File: src/rtl/div_unit_if.sv
// Request/response bundle between EX control and the multi-cycle divide unit.
interface div_unit_if #(
   parameter int XLEN = 32
);
   logic            i_start;
   logic [1:0]      i_div_op;
   logic [XLEN-1:0] i_op_a;
   logic [XLEN-1:0] i_op_b;
   logic            i_kill;
   logic            o_ready;
   logic            o_valid;
   logic [XLEN-1:0] o_result;

   modport master (
      output i_start, i_div_op, i_op_a, i_op_b, i_kill,
      input  o_ready, o_valid, o_result
   );

   modport slave (
      input  i_start, i_div_op, i_op_a, i_op_b, i_kill,
      output o_ready, o_valid, o_result
   );
endinterface

File: src/rtl/div_unit.sv
// RV32M DIV/DIVU/REM/REMU: bit-serial restoring divider, one quotient bit per cycle.
// Division by zero and signed overflow finish in one cycle without iterating.
module div_unit #(
   parameter int XLEN = 32
) (
   input  logic       i_clk,
   input  logic       i_rst_n,
   div_unit_if.slave  bus
);
   localparam int CW = $clog2(XLEN);

   typedef enum logic [1:0] {
      S_IDLE = 2'd0,
      S_CALC = 2'd1,
      S_DONE = 2'd2
   } state_e;

   // Two's complement negate, wrapping at XLEN bits.
   function automatic logic [XLEN-1:0] neg2(input logic [XLEN-1:0] v);
      return ~v + {{(XLEN-1){1'b0}}, 1'b1};
   endfunction

   state_e          state_q, state_d;
   logic [1:0]      op_q, op_d;
   logic            neg_quo_q, neg_quo_d;
   logic            neg_rem_q, neg_rem_d;
   logic [XLEN-1:0] dvd_q, dvd_d;      // dividend shifts out the top, quotient shifts in below
   logic [XLEN-1:0] dvs_q, dvs_d;
   logic [XLEN-1:0] rem_q, rem_d;
   logic [CW-1:0]   cnt_q, cnt_d;
   logic [XLEN-1:0] result_q, result_d;
   logic            valid_q, valid_d;
   logic            ready_q, ready_d;

   logic            signed_s, a_neg_s, b_neg_s, div_zero_s, ovf_s, qbit_s;
   logic [XLEN-1:0] mag_a_s, mag_b_s, rem_nx_s, quo_nx_s, fixed_s, special_s;
   logic [XLEN:0]   rem_sh_s, diff_s;

   // Operand decode at accept time and one restoring iteration on the live registers.
   always_comb begin
      signed_s   = ~bus.i_div_op[0];
      a_neg_s    = signed_s & bus.i_op_a[XLEN-1];
      b_neg_s    = signed_s & bus.i_op_b[XLEN-1];
      mag_a_s    = a_neg_s ? neg2(bus.i_op_a) : bus.i_op_a;
      mag_b_s    = b_neg_s ? neg2(bus.i_op_b) : bus.i_op_b;
      div_zero_s = (bus.i_op_b == {XLEN{1'b0}});
      ovf_s      = signed_s & (bus.i_op_a == {1'b1, {(XLEN-1){1'b0}}})
                            & (bus.i_op_b == {XLEN{1'b1}});
      if (div_zero_s) begin
         special_s = bus.i_div_op[1] ? bus.i_op_a : {XLEN{1'b1}};
      end else begin
         special_s = bus.i_div_op[1] ? {XLEN{1'b0}} : bus.i_op_a;
      end
      // Partial remainder is kept one bit wider so a large divisor never loses the shifted-out bit.
      rem_sh_s = {rem_q, dvd_q[XLEN-1]};
      diff_s   = rem_sh_s - {1'b0, dvs_q};
      qbit_s   = ~diff_s[XLEN];
      rem_nx_s = qbit_s ? diff_s[XLEN-1:0] : rem_sh_s[XLEN-1:0];
      quo_nx_s = {dvd_q[XLEN-2:0], qbit_s};
      if (op_q[1]) begin
         fixed_s = neg_rem_q ? neg2(rem_nx_s) : rem_nx_s;
      end else begin
         fixed_s = neg_quo_q ? neg2(quo_nx_s) : quo_nx_s;
      end
   end

   // Next-state and datapath update for the IDLE/CALC/DONE sequencer.
   always_comb begin
      state_d   = state_q;
      op_d      = op_q;
      neg_quo_d = neg_quo_q;
      neg_rem_d = neg_rem_q;
      dvd_d     = dvd_q;
      dvs_d     = dvs_q;
      rem_d     = rem_q;
      cnt_d     = cnt_q;
      result_d  = result_q;
      valid_d   = 1'b0;
      case (state_q)
         S_IDLE: begin
            if (bus.i_kill) begin
               state_d = S_IDLE;
            end else if (bus.i_start) begin
               op_d      = bus.i_div_op;
               neg_quo_d = a_neg_s ^ b_neg_s;
               neg_rem_d = a_neg_s;
               dvd_d     = mag_a_s;
               dvs_d     = mag_b_s;
               rem_d     = {XLEN{1'b0}};
               cnt_d     = {CW{1'b0}};
               if (div_zero_s || ovf_s) begin
                  result_d = special_s;
                  valid_d  = 1'b1;
                  state_d  = S_DONE;
               end else begin
                  state_d  = S_CALC;
               end
            end else begin
               state_d = S_IDLE;
            end
         end
         S_CALC: begin
            if (bus.i_kill) begin
               state_d = S_IDLE;
            end else begin
               dvd_d = quo_nx_s;
               rem_d = rem_nx_s;
               cnt_d = cnt_q + {{(CW-1){1'b0}}, 1'b1};
               if (cnt_q == CW'(XLEN-1)) begin
                  result_d = fixed_s;
                  valid_d  = 1'b1;
                  state_d  = S_DONE;
               end else begin
                  state_d  = S_CALC;
               end
            end
         end
         S_DONE: begin
            state_d = S_IDLE;
         end
         default: begin
            state_d = S_IDLE;
         end
      endcase
      ready_d = (state_d == S_IDLE);
   end

   // State and datapath registers; async reset returns everything to the idle state.
   always_ff @(posedge i_clk or negedge i_rst_n) begin
      if (!i_rst_n) begin
         state_q   <= S_IDLE;
         op_q      <= 2'b00;
         neg_quo_q <= 1'b0;
         neg_rem_q <= 1'b0;
         dvd_q     <= {XLEN{1'b0}};
         dvs_q     <= {XLEN{1'b0}};
         rem_q     <= {XLEN{1'b0}};
         cnt_q     <= {CW{1'b0}};
         result_q  <= {XLEN{1'b0}};
         valid_q   <= 1'b0;
         ready_q   <= 1'b1;
      end else begin
         state_q   <= state_d;
         op_q      <= op_d;
         neg_quo_q <= neg_quo_d;
         neg_rem_q <= neg_rem_d;
         dvd_q     <= dvd_d;
         dvs_q     <= dvs_d;
         rem_q     <= rem_d;
         cnt_q     <= cnt_d;
         result_q  <= result_d;
         valid_q   <= valid_d;
         ready_q   <= ready_d;
      end
   end

   assign bus.o_ready  = ready_q;
   assign bus.o_valid  = valid_q;
   assign bus.o_result = result_q;
endmodule

File: src/flat_wrapper.sv
// flat-port wrapper written by rule: the top's interface ports become plain ports
module div_unit_flat 
#(
   parameter int XLEN = 32
)
  (i_clk, i_rst_n, bus_i_start, bus_i_div_op, bus_i_op_a, bus_i_op_b, bus_i_kill, bus_o_ready, bus_o_valid, bus_o_result);
  div_unit_if #(.XLEN(XLEN)) bus_i ();
  input  logic i_clk;
  input  logic i_rst_n;
  input wire logic [$bits(bus_i.i_start)-1:0] bus_i_start;
  input wire logic [$bits(bus_i.i_div_op)-1:0] bus_i_div_op;
  input wire logic [$bits(bus_i.i_op_a)-1:0] bus_i_op_a;
  input wire logic [$bits(bus_i.i_op_b)-1:0] bus_i_op_b;
  input wire logic [$bits(bus_i.i_kill)-1:0] bus_i_kill;
  output wire logic [$bits(bus_i.o_ready)-1:0] bus_o_ready;
  output wire logic [$bits(bus_i.o_valid)-1:0] bus_o_valid;
  output wire logic [$bits(bus_i.o_result)-1:0] bus_o_result;
  assign bus_i.i_start = bus_i_start;
  assign bus_i.i_div_op = bus_i_div_op;
  assign bus_i.i_op_a = bus_i_op_a;
  assign bus_i.i_op_b = bus_i_op_b;
  assign bus_i.i_kill = bus_i_kill;
  assign bus_o_ready = bus_i.o_ready;
  assign bus_o_valid = bus_i.o_valid;
  assign bus_o_result = bus_i.o_result;
  div_unit #(.XLEN(XLEN)) u_core (.i_clk(i_clk), .i_rst_n(i_rst_n), .bus(bus_i));
endmodule
File: config.mk
export PLATFORM = sky130hd
export DESIGN_NAME = div_unit_flat
export DESIGN_NICKNAME = d
export VERILOG_FILES = /design/src/rtl/div_unit_if.sv /design/src/rtl/div_unit.sv /design/src/flat_wrapper.sv
export SDC_FILE = /design/constraint.sdc
export NUM_CORES = 1
export LEC_CHECK = 0
export CORE_ASPECT_RATIO = 1.25
export CORE_UTILIZATION = 61
export CTS_CLUSTER_DIAMETER = 200
export DETAILED_ROUTE_END_ITERATION = 10
export DONT_BUFFER_PORTS = 1
export PLACE_DENSITY = 0.77
export SETUP_SLACK_MARGIN = 0.2
export SLEW_MARGIN = 20
export SYNTH_ARGS = -nofsm -noshare
export SYNTH_HDL_FRONTEND = slang
export SYNTH_SLANG_ARGS = --single-unit
File: constraint.sdc
create_clock -name i_clk -period 7.7 [get_ports i_clk]
set_input_delay 1.925 -clock i_clk [delete_from_list [all_inputs] [get_ports i_clk]]
set_output_delay 1.925 -clock i_clk [all_outputs]
set_load 0.05 [all_outputs]
==> flow_summary.yaml <==
outcome:
  status: "finished clean"
placed_design:
  dp_cells: 1557
  dpl_worst_slack_ps: 1440
  dpl_cell_area_sq_um: 11200
  port-buffer-count: 0
  hpwl_um: 23000
  gp_congestion: 0.967
global_route:
  grt_max_degree: 140
  grt_pass1_vias: 10400
  antenna_found_initial: 0
  gr-total-overflow: 0
  grt_pass1_wl_um: 51500
  grt_use_total_pct: 34.8
clock_tree:
  cts_tree: "built"
  ctsLongestPathBuffers: 2
  postCtsResizedCells: 0
  cts.sinks: 139
  postCtsHoldBufs: 0
  cts_buffers: 17
  clkSlewWorstSetupHoldPaths_ps: 60
  cts_root_buf: "clkbuf_16"
  cts_setup_buffers: 0
  clkLatencyLatePin_ps: 430
  cts_max_level: 4
synth:
  syn_area_sq_um: 11100
  synth-seq-cells: 139
  yosysTopAreaCell: "dfrtp_1"
  ys_types: 68
  synth_ff_type: "dfrtp_1"
  ys_async_sr_fraction_pct: 100
  yosysWarnings: 0
  synth-edff-count: 0
  synth.most_common_cell: "nand2_1"
  synth.area.top_cells: "dfrtp_1, o21ai_0, xnor2_1"
  synth_top_area_share_pct: 31.1
  syn_avg_cell_area_sq_um: 7.97
  syn_inst: 1391
  synth-seq-area-share_pct: 31.4
  syn-num-nets: 1501
  synth_common_cells: "nand2_1, o21ai_0, dfrtp_1, nor2_1"
worst_setup_path:
  worstReg2RegStart: "u_core.rem_q[22]"
  ff2ff_path_depth: 21
  worstPathArrival_ps: 6270
  slowest_delay_ps: 580
  startpoint: "u_core.rem_q[22]"
  crit_slowest_cell: "or4_1"
  timing.rr.end: "u_core.bus.o_result[28]"
  cp_cell_sequence: "ha_1 -> a21oi_1 -> o21ai_0 -> a2111oi_0 -> nor2_1 -> or4_1 -> and2_2 -> clkinv_1 -> buf_4 -> nor2_1 -> a21oi_1 -> ha_1 -> inv_1 -> or4_1 -> nor4_1 -> nand3_1 -> o21a_1 -> nor3_1 -> a41oi_1 -> xnor2_1 -> a221o_1"
  critPathMaxFanout: 24
  required_ps: 8020
  cp-end-kind: "flop"
  critPathCapture: "u_core.bus.o_result[28]"
  ff2ff_setup_slack_ps: 1750
  path_class: "flop to flop"
  worstSetupStartpointType: "flop"
sta:
  max_freq_mhz: 168
  slew_violations: 0
  setup_tns_ps: 0
  clock_skew_ps: 9.38
  min_period_ps: 5950
  setup_viol: 0
  tightest_slew_ps: 1010
  fin_hold_ws_ps: 477
  finalCritPeriodShare_pct: 77.3
  setup_slack_ps: 1750
  hold_viol: 0
  rsz0062_at_grt: "no"
  maxSlewHeadroom_pct: 31.8
finish:
  fillers: 1532
  drive_gt1_share_pct: 4.48
  finish.utilization_pct: 66.9
  design_area_sq_um: 11800
  area_delta_synth_final_pct: 6.40
  n_antenna_cell: 0
  stdcell_count: 1587
  final_net_count: 1462
floorplanning:
  rows: 54
  start_util_pct: 62.9
  coreArea_sq_um: 17600
  die_area_sq_um: 18700
  die_w_um: 123
  die_y_um: 153
  ios: 104
min_path:
  hold_class: "flop to flop"
route:
  route.detailed.drc: 0
  first_pass_iters: 6
  wl_met2_um: 15000
  vias: 10600
  topRoutingLayerUsed: "met4"
  met1_length_um: 13300
  antenna_left: 0
  via_per_inst: 6.70
  met3WireLength_um: 2440
  wire_per_inst_um: 20.0
  drt-initial-drc-count: 1175
  drt-total-wl_um: 31700
power:
  vdd_drop_max_v: 0.000179
  power_per_cell_area_nw_per_um2: 212
  report.power.total_mw: 2.50
  p_leak_nw: 4.92
run:
  max-cap-violations: 0
## per-layer routing
layer  vias to the layer above  GRT usage [%]
met5                         -              0
met4                         0           15.0
met3                        87           7.19
met2                       494           56.8
met1                      5060           44.0
li1                       4993              -
## logic make-up after synthesis
group | Yosys count | share of synthesized area [%]
AOI/OAI and AO/OA | 448 | 26.2
and+or+nand+nor | 435 | 18.5
buffers and inverters | 157 | 5.47
xor gates and xnor gates | 147 | 11.6
DFF | 139 | 31.4
adders and majority gates | 40 | 4.58
muxes | 25 | 2.27
## critical path, delay by kind of cell (launching register included)
family / cells / cell delay (ps)
AND/OR/NAND/NOR: 8 / 2300
adder cells (fa/ha/maj): 2 / 640
XOR/XNOR: 1 / 180
AO/OA/AOI/OAI: 7 / 1910
buffers and inverters: 3 / 370
flip-flops: 1 / 410
## registers in the layout, indices dropped and copies added (netlist names)
| name | flops |
|---|---|
| u_core.bus.o_result | 32 |
| u_core.dvd_q | 32 |
| u_core.dvs_q | 32 |
| u_core.rem_q | 32 |
| u_core.cnt_q | 5 |
| u_core.state_q | 2 |
| u_core.bus.o_ready | 1 |
| u_core.neg_quo_q | 1 |
| u_core.neg_rem_q | 1 |
| u_core.op_q | 1 |
## power breakdown
part	total [mW]	switching, mW	internal [mW]
logic	0.728	0.432	0.296
registers	0.930	0.115	0.815
clock network	0.844	0.315	0.529
## final cells by class
| type | count | area, sq um | share of cell area [%] |
|---|---|---|---|
| multi-input combinational | 1095 | 7020 | 59.5 |
| sequential | 139 | 3480 | 29.5 |
| clock buffer | 22 | 474 | 4.02 |
| inverter | 84 | 315 | 2.67 |
| tap | 224 | 280 | 2.38 |
| clock inverter | 8 | 118 | 0.997 |
| timing repair buffer | 15 | 113 | 0.954 |
## placed cells by master (no fill, tap or decap), types with 5 or more instances in the layout
| cell type | instances |
|---|---|
| a211oi_1 | 13 |
| and2_1 | 7 |
| o31ai_1 | 30 |
| nor3_1 | 30 |
| a31oi_1 | 18 |
| o21a_1 | 11 |
| dfrtp_1 | 138 |
| a21oi_1 | 86 |
| o21ai_0 | 151 |
| a221oi_1 | 12 |
| nand2b_1 | 13 |
| a21o_1 | 9 |
| or3_1 | 9 |
| nor4_1 | 11 |
| xnor2_1 | 86 |
| nand2_1 | 165 |
| nor2b_1 | 6 |
| xor2_1 | 61 |
| or4_1 | 21 |
| o211ai_1 | 23 |
| nand4_1 | 15 |
| o41ai_1 | 17 |
| and3_1 | 7 |
| inv_1 | 82 |
| a21boi_0 | 5 |
| clkbuf_16 | 17 |
| nor2_1 | 103 |
| a222oi_1 | 29 |
| mux2i_1 | 24 |
| buf_4 | 15 |
| ha_1 | 39 |
| nand3_1 | 20 |
## worst min-delay path by stage
stage,cells past startpoint,end,from,slack (ps)
detailed placement,2,u_core.dvs_q[26],u_core.dvs_q[26],470
global placement,2,u_core.dvs_q[20],u_core.dvs_q[20],460
finish,2,u_core.dvs_q[13],u_core.dvs_q[13],480
global route,2,u_core.dvs_q[10],u_core.dvs_q[10],490
CTS,2,u_core.dvs_q[26],u_core.dvs_q[26],480
floorplan,2,u_core.dvs_q[10],u_core.dvs_q[10],450
No activity file was read; power rests on OpenSTA's default activity.
